`src/rtl/and_gate_if.sv`:
```
// Valid/ready bundle between an and_gate unit and its parent.
// The master (parent) supplies the operands and drains the results.
interface and_gate_if #(
  parameter int WIDTH = 8
);
  logic             in_valid;
  logic             in_ready;
  logic [WIDTH-1:0] a;
  logic [WIDTH-1:0] b;
  logic             inv;
  logic             out_valid;
  logic             out_ready;
  logic [WIDTH-1:0] c;
  logic             c_all;
  logic             c_zero;

  modport master (
    output in_valid, a, b, inv, out_ready,
    input  in_ready, out_valid, c, c_all, c_zero
  );

  modport slave (
    input  in_valid, a, b, inv, out_ready,
    output in_ready, out_valid, c, c_all, c_zero
  );
endinterface

```
`src/rtl/and_gate.sv`:
```
// Registered AND/NAND unit with reduction flags behind a 2-entry elastic output FIFO.
// Define AND_GATE_STATS_EN to add a saturating accepted-transfer counter on op_count.
module and_gate #(
  parameter int WIDTH = 8
) (
  input  logic        clk,
  input  logic        reset,
  and_gate_if.slave   bus
`ifdef AND_GATE_STATS_EN
  ,
  output logic [15:0] op_count
`endif
);

  logic [WIDTH-1:0] dataMem [2];
  logic             allMem  [2];
  logic             zeroMem [2];
  logic             headPtr;
  logic             tailPtr;
  logic [1:0]       count;

  logic [WIDTH-1:0] cReg;
  logic             cAllReg;
  logic             cZeroReg;

  logic [WIDTH-1:0] result;
  logic             resultAll;
  logic             resultZero;
  logic             accept;
  logic             emit;
  logic             nextHead;
  logic [1:0]       nextCount;
  logic [WIDTH-1:0] nextData;
  logic             nextAll;
  logic             nextZero;

  assign bus.in_ready  = (count != 2'd2);
  assign bus.out_valid = (count != 2'd0);
  assign bus.c         = cReg;
  assign bus.c_all     = cAllReg;
  assign bus.c_zero    = cZeroReg;

  assign accept = bus.in_valid & bus.in_ready;
  assign emit   = bus.out_valid & bus.out_ready;

  always_comb begin
    result     = bus.inv ? ~(bus.a & bus.b) : (bus.a & bus.b);
    resultAll  = &result;
    resultZero = ~|result;
  end

  // The presented head for the next cycle may be the entry written this very
  // cycle (accept into an empty FIFO, or accept+emit at count 1).
  always_comb begin
    nextHead  = emit ? ~headPtr : headPtr;
    nextCount = count;
    if (accept && !emit) begin
      nextCount = count + 2'd1;
    end else if (emit && !accept) begin
      nextCount = count - 2'd1;
    end
    if (accept && (nextHead == tailPtr)) begin
      nextData = result;
      nextAll  = resultAll;
      nextZero = resultZero;
    end else begin
      nextData = dataMem[nextHead];
      nextAll  = allMem[nextHead];
      nextZero = zeroMem[nextHead];
    end
  end

  always_ff @(posedge clk) begin
    if (reset) begin
      headPtr    <= 1'b0;
      tailPtr    <= 1'b0;
      count      <= 2'd0;
      dataMem[0] <= '0;
      dataMem[1] <= '0;
      allMem[0]  <= 1'b0;
      allMem[1]  <= 1'b0;
      zeroMem[0] <= 1'b1;
      zeroMem[1] <= 1'b1;
      cReg       <= '0;
      cAllReg    <= 1'b0;
      cZeroReg   <= 1'b1;
    end else begin
      if (accept) begin
        dataMem[tailPtr] <= result;
        allMem[tailPtr]  <= resultAll;
        zeroMem[tailPtr] <= resultZero;
        tailPtr          <= ~tailPtr;
      end
      headPtr <= nextHead;
      count   <= nextCount;
      // When the FIFO drains, the outputs keep showing the last emitted result.
      if (nextCount != 2'd0) begin
        cReg     <= nextData;
        cAllReg  <= nextAll;
        cZeroReg <= nextZero;
      end
    end
  end

`ifdef AND_GATE_STATS_EN
  always_ff @(posedge clk) begin
    if (reset) begin
      op_count <= 16'd0;
    end else if (accept && (op_count != 16'hFFFF)) begin
      op_count <= op_count + 16'd1;
    end
  end
`endif

endmodule

```
`src/flat_wrapper.sv`:
```
// flat-port wrapper written by rule: the top's interface ports become plain ports
module and_gate_flat 
#(
  parameter int WIDTH = 8
)
  (clk, reset, bus_in_valid, bus_a, bus_b, bus_inv, bus_out_ready, bus_in_ready, bus_out_valid, bus_c, bus_c_all, bus_c_zero);
  and_gate_if #(.WIDTH(WIDTH)) bus_i ();
  input  logic clk;
  input  logic reset;
  input wire logic [$bits(bus_i.in_valid)-1:0] bus_in_valid;
  input wire logic [$bits(bus_i.a)-1:0] bus_a;
  input wire logic [$bits(bus_i.b)-1:0] bus_b;
  input wire logic [$bits(bus_i.inv)-1:0] bus_inv;
  input wire logic [$bits(bus_i.out_ready)-1:0] bus_out_ready;
  output wire logic [$bits(bus_i.in_ready)-1:0] bus_in_ready;
  output wire logic [$bits(bus_i.out_valid)-1:0] bus_out_valid;
  output wire logic [$bits(bus_i.c)-1:0] bus_c;
  output wire logic [$bits(bus_i.c_all)-1:0] bus_c_all;
  output wire logic [$bits(bus_i.c_zero)-1:0] bus_c_zero;
  assign bus_i.in_valid = bus_in_valid;
  assign bus_i.a = bus_a;
  assign bus_i.b = bus_b;
  assign bus_i.inv = bus_inv;
  assign bus_i.out_ready = bus_out_ready;
  assign bus_in_ready = bus_i.in_ready;
  assign bus_out_valid = bus_i.out_valid;
  assign bus_c = bus_i.c;
  assign bus_c_all = bus_i.c_all;
  assign bus_c_zero = bus_i.c_zero;
  and_gate #(.WIDTH(WIDTH)) u_core (.clk(clk), .reset(reset), .bus(bus_i));
endmodule
```
`config.mk`:
```
export PLATFORM = sky130hd
export DESIGN_NAME = and_gate_flat
export DESIGN_NICKNAME = d
export VERILOG_FILES = /design/src/rtl/and_gate_if.sv /design/src/rtl/and_gate.sv /design/src/flat_wrapper.sv
export SDC_FILE = /design/constraint.sdc
export NUM_CORES = 1
export LEC_CHECK = 0
export ABC_CLOCK_PERIOD_IN_PS = 2500
export CAP_MARGIN = 10
export CORE_ASPECT_RATIO = 0.75
export CORE_UTILIZATION = 60
export CTS_BUF_LIST = sky130_fd_sc_hd__clkbuf_4 sky130_fd_sc_hd__clkbuf_8
export DETAILED_ROUTE_END_ITERATION = 16
export DONT_BUFFER_PORTS = 1
export PLACE_DENSITY = 0.73
export SYNTH_ARGS = -nofsm -noshare
export SYNTH_HDL_FRONTEND = slang
export SYNTH_SLANG_ARGS = --single-unit
```
`constraint.sdc`:
```
create_clock -name clk -period 2.5 [get_ports clk]
set_input_delay 0.5 -clock clk [delete_from_list [all_inputs] [get_ports clk]]
set_output_delay 0.5 -clock clk [all_outputs]
set_load 0.03 [all_outputs]
```
# Word level (Yosys, flattened, before mapping)
# Memory sizes are Yosys's and may differ from the RTL's. A register that Yosys moved wholly into a read port is not among the register bits.
# Cells that the tools add are included.
[word_totals]
register_bits = 4
mem_bits_rw = 20
inputBits = 21
word_cells = 45
n_memories = 3
[op_classes]
n_addsub = 2
n_eq_ne = 1
n_mux = 18
bitwise_logic = 6
reduce_logical = 12
[memory_table]
columns = ["name", "depth", "word_bits", "rd", "rd_clocked_by_memory_dff", "write_ports", "line_no", "source"]
rows = [
  ["u_core.dataMem", 2, 8, 1, 1, 2, "and_gate.sv:15", "logic [WIDTH-1:0] dataMem [2];"],
  ["u_core.allMem", 2, 1, 1, 1, 2, "and_gate.sv:16", "logic allMem [2];"],
  ["u_core.zeroMem", 2, 1, 1, 1, 2, "and_gate.sv:17", "logic zeroMem [2];"],
]
[op_table]
columns = ["operator", "n"]
rows = [
  ["$mux W8", 2],
  ["$reduce_or A8 Y1", 2],
  ["$mux W1", 14],
  ["$and A8 B8 Y8", 1],
  ["$not A8 Y8", 1],
  ["$reduce_and A8 Y1", 1],
  ["$mux W2", 2],
  ["$reduce_bool A2 Y1", 2],
  ["$logic_not A1 Y1", 3],
  ["$add A2 B1 Y2 const B", 1],
  ["$and A1 B1 Y1", 2],
  ["$logic_and A1 B1 Y1", 2],
  ["$ne A2 B2 Y1 const B", 1],
  ["$not A1 Y1", 2],
  ["$reduce_or A1 Y1", 2],
  ["$sub A2 B1 Y2 const B", 1],
]

# Depth between registers and ports, before layout
[depth]
ltp_word = 7
ltp_mapped = 10
ltp_nobuf = 7

# Least setup slack after synthesis
# No wires, ideal clock.
[synth_path]
path_type = "register to register"
startpoint = "register u_core.count[0]"
endpoint = "memory u_core.allMem[0], enable pin"
setup_ps = 387
arrival_ps = 1601
required_time_ps = 2113
path_slack_ps = 511
path_stages_with_launch = 6
n_path_buf = 1
cell_sequence = "dfxtp_1 -> inv_1 -> ha_1 -> nand2b_4 -> buf_6 -> o21ai_0"
[synth_lines]
columns = ["element", "line_no", "source"]
rows = [
  ["start: declaration", "and_gate.sv:20", "logic [1:0] count;"],
  ["start signal: assignment", "and_gate.sv:95", "count <= nextCount;"],
  ["end: declaration", "and_gate.sv:16", ""],
]

# Final worst setup path
[layout_path]
startpoint = "register u_core.count[0]"
endpoint = "register u_core.cReg[0] (netlist: u_core.bus.c[0]), read port of u_core.dataMem"
[layout_via]
elab_chain_len = 7
[layout_rtl]
columns = ["element", "line_no", "source"]
rows = [
  ["$ne A2 B2 Y1", "and_gate.sv:37", "assign bus.in_ready = (count != 2'd2);"],
  ["$and A1 B1 Y1", "and_gate.sv:43", "assign accept = bus.in_valid & bus.in_ready;"],
  ["$logic_not A1 Y1", "and_gate.sv:59", "end else if (emit && !accept) begin"],
  ["$logic_and A1 B1 Y1", "and_gate.sv:59", ""],
  ["$mux W2", "and_gate.sv:59", ""],
  ["$mux W2", "and_gate.sv:57", "if (accept && !emit) begin"],
  ["$reduce_bool A2 Y1", "and_gate.sv:97", "if (nextCount != 2'd0) begin"],
  ["end: declaration", "and_gate.sv:22", "logic [WIDTH-1:0] cReg;"],
]
# Several ways; a longest one is shown, not always the timed one.
# A chain may end at the register's enable or synchronous reset.

==> metrics.cfg <==
[yosys]
synthMuxAreaShare_pct=1.09
synth_edf_count=18
yosys_warnings=0
synth_flop_cell=edfxtp_1
ys_seq_area_share_pct=44.0
synth-seq-cells=34
async_reset_ff_share_pct=0
ys_types=46
synth_fa_ha_area_share_pct=1.28
synth_cells=209
avgSynthCellArea_um2=9.37
synth_compound_gate_area_share_pct=18.5
synth_top_family_by_area=simple AND/OR/NAND/NOR gates
netlist_area_mm2=0.00196
synthXorXnorAreaFrac_pct=4.28
syn_nets=232
synthSimpleGateAreaFrac_pct=24.7

[layout]
n_antenna_cell=0
syn2layout_area_growth_pct=6.13
register_area_um2=861
postLayoutCellArea_mm2=0.00208
multiInputGateArea_um2=996
mostFrequentLayoutCell=nor2_1
fillCellCount=227
fin_cells=245
final_cell_mix=nor2_1 (38), edfxtp_1 (18), a21oi_1 (16), dfxtp_1 (16), nand2_1 (13)
nNetsFinal=229
drive_gt1_share_pct=14.5

[placed_design]
dpl_worst_slack_ps=159
place.gp.congestion=0.814
dp.cells=237
dp_hpwl_um=3220
dpl-instance-area_mm2=0.00195
portBuffers=0

[cts]
cts_sinks=34
cts-root-buf=clkbuf_8
cts_buffers=5
cts_setup_buffers=0
clk_pin_slew_ps=70
htree_levels=2
max-clock-path-buffers=2
clk_latency_ps=300
tritoncts=done

[timing]
post-route-period-util_pct=89.3
finalHoldViolCount=0
fin_crit_ps=2230
fmax_mhz=448
slew_headroom_pct=61.7
max_slew.worst_pin.slew_ps=570
setup_slack_ps=268
maxSlewViolCount=0
rsz0062_at_grt=no
fin_tns_setup_ps=0
holdWs_ps=264
skew_ps=6.70
setup-violations-final=0

[global_route]
grt_max_degree=22
grt_pass1_wl_um=7250
grt_overflow=0
antenna_found_initial=0
grt_pass1_vias=1592
grt_usage_pct=29.0

[worst_setup_path]
path_class=flop to flop
reg2reg_depth=8
path_max_fanout=17
required_ps=2710
cp-end-kind=flop
startpoint_type=flop
arrival_ps=2440

[detailed_routing]
wl_um=4440
vias=1597
drt_first_iter_violations=105
drt-pass1-iter-count=4
wire_per_inst_um=18.1
routed_via_density=6.52
drc_errors=0
detail-route-antenna-nets=0

[floorplan]
start_util_pct=64.8
die_y_um=51.5
num_rows=17
design.core.area_mm2=0.00302
boundaryPins=33
die_area_mm2=0.00350
dieWidth_um=68.0

[job]
cap_violations=0

[power_and_ir_drop]
netSwitchingFraction_pct=40.9
combPwrFrac_pct=41.0
ir_worst_vdd_mv=0.874
seq_power_share_pct=38.1
power-per-cell-area_mw_per_mm2=1210
p_int_mw=1.49
power.share.clock_pct=20.9
power.leakage_nw=0.782
power_switching_mw=1.03

[min_path]
hp-class=input pin to flop
hold_path_depth=1

[outcome]
status=finished, final reports clean

==> cell families after synthesis <==
group	after synthesis
xor+xnor	8
flops	34
fa+ha+maj	2
compound gates	48
buf+inv	21
simple gates	94
mux	2
==> routing by layer <==
layer | up-vias | part of all wire (%) | GRT usage [%]
li1 | 758 | - | -
met1 | 777 | 43 | 34.8
met2 | 47 | 48 | 46.2
met3 | 15 | 5.7 | 8.93
met4 | 0 | 2.7 | 14.9
met5 | - | 0 | 0
==> power by group through the flow <==
stage | sequential, mW | combinational (mW) | clock, mW
after floorplan | 0.938 | 0.911 | 0
after global placement | 0.958 | 0.955 | 0
after detailed placement | 0.964 | 1.00 | 0
after CTS | 0.952 | 1.01 | 0.526
after global routing | 0.974 | 1.14 | 0.540
final | 0.958 | 1.03 | 0.525
==> metrics by stage <==
stage	total power [mW]	utilization [%]
2_1_floorplan	1.85	-
3_3_place_gp	1.91	64.6
3_5_place_dp	1.97	64.6
4_1_cts	2.48	68.4
5_1_grt	2.65	68.8
6_report	2.51	68.8
==> layout make-up <==
class / instances / area share, %
clock inverters: 1 / 1.44
multi-input cells: 154 / 47.9
clock buffers: 7 / 4.03
inverters: 6 / 1.08
flip-flops and latches: 34 / 41.4
repair buffers: 5 / 1.81
well taps: 38 / 2.29
==> repair_timing <==
| item | 4_1_cts | 5_1_grt |
|---|---|---|
| resized for setup | 0 | 2 |
| setup endpoints to repair | 0 | 17 |
| hold buffers | 0 | 0 |
==> sequential cells by signal, indices dropped and copies added (netlist names) <==
name               flops
u_core.allMem          2
u_core.bus.c           8
u_core.bus.c_all       1
u_core.bus.c_zero      1
u_core.count           2
u_core.dataMem        16
u_core.headPtr         1
u_core.tailPtr         1
u_core.zeroMem         2
==> cell usage after synthesis, types with 3 or more instances <==
cell	instances	share of area, %
o21ai_0	3	0.77
nor4_1	4	1.3
xnor2_1	6	2.7
a21boi_0	4	1.5
nand2_1	14	2.7
or2_2	7	2.2
nor3_1	9	2.3
o221ai_1	7	3.1
dfxtp_1	16	16
buf_6	5	2.9
nand3_1	4	1.0
a311oi_1	6	2.7
edfxtp_1	18	28
nand4_1	3	0.96
a21oi_1	16	4.1
buf_1	3	0.58
inv_1	5	0.96
and3b_1	4	1.8
nor2_1	38	7.3
buf_2	5	1.3
==> worst max-delay path, cell delays in order, from the launching register on <==
cell and delay, ps:
dfxtp_1 370, inv_1 100, ha_1 220, and2b_1 390, xnor2_4 240, buf_4 280
or2_2 140, o221ai_1 120, a311oi_1 280
==> path summary, 6_finish.rpt <==
| check | from | end | slack [ps] |
|---|---|---|---|
| worst max-delay path | u_core.count[0] | u_core.bus.c[0] | 270 |
| worst min-delay path | reset | u_core.bus.c[5] | 260 |
| worst max register to register | u_core.count[0] | u_core.bus.c[0] | 270 |
| worst min register to register | u_core.zeroMem[0] | u_core.zeroMem[0] | 510 |
(Power assumes the default switching activity.)
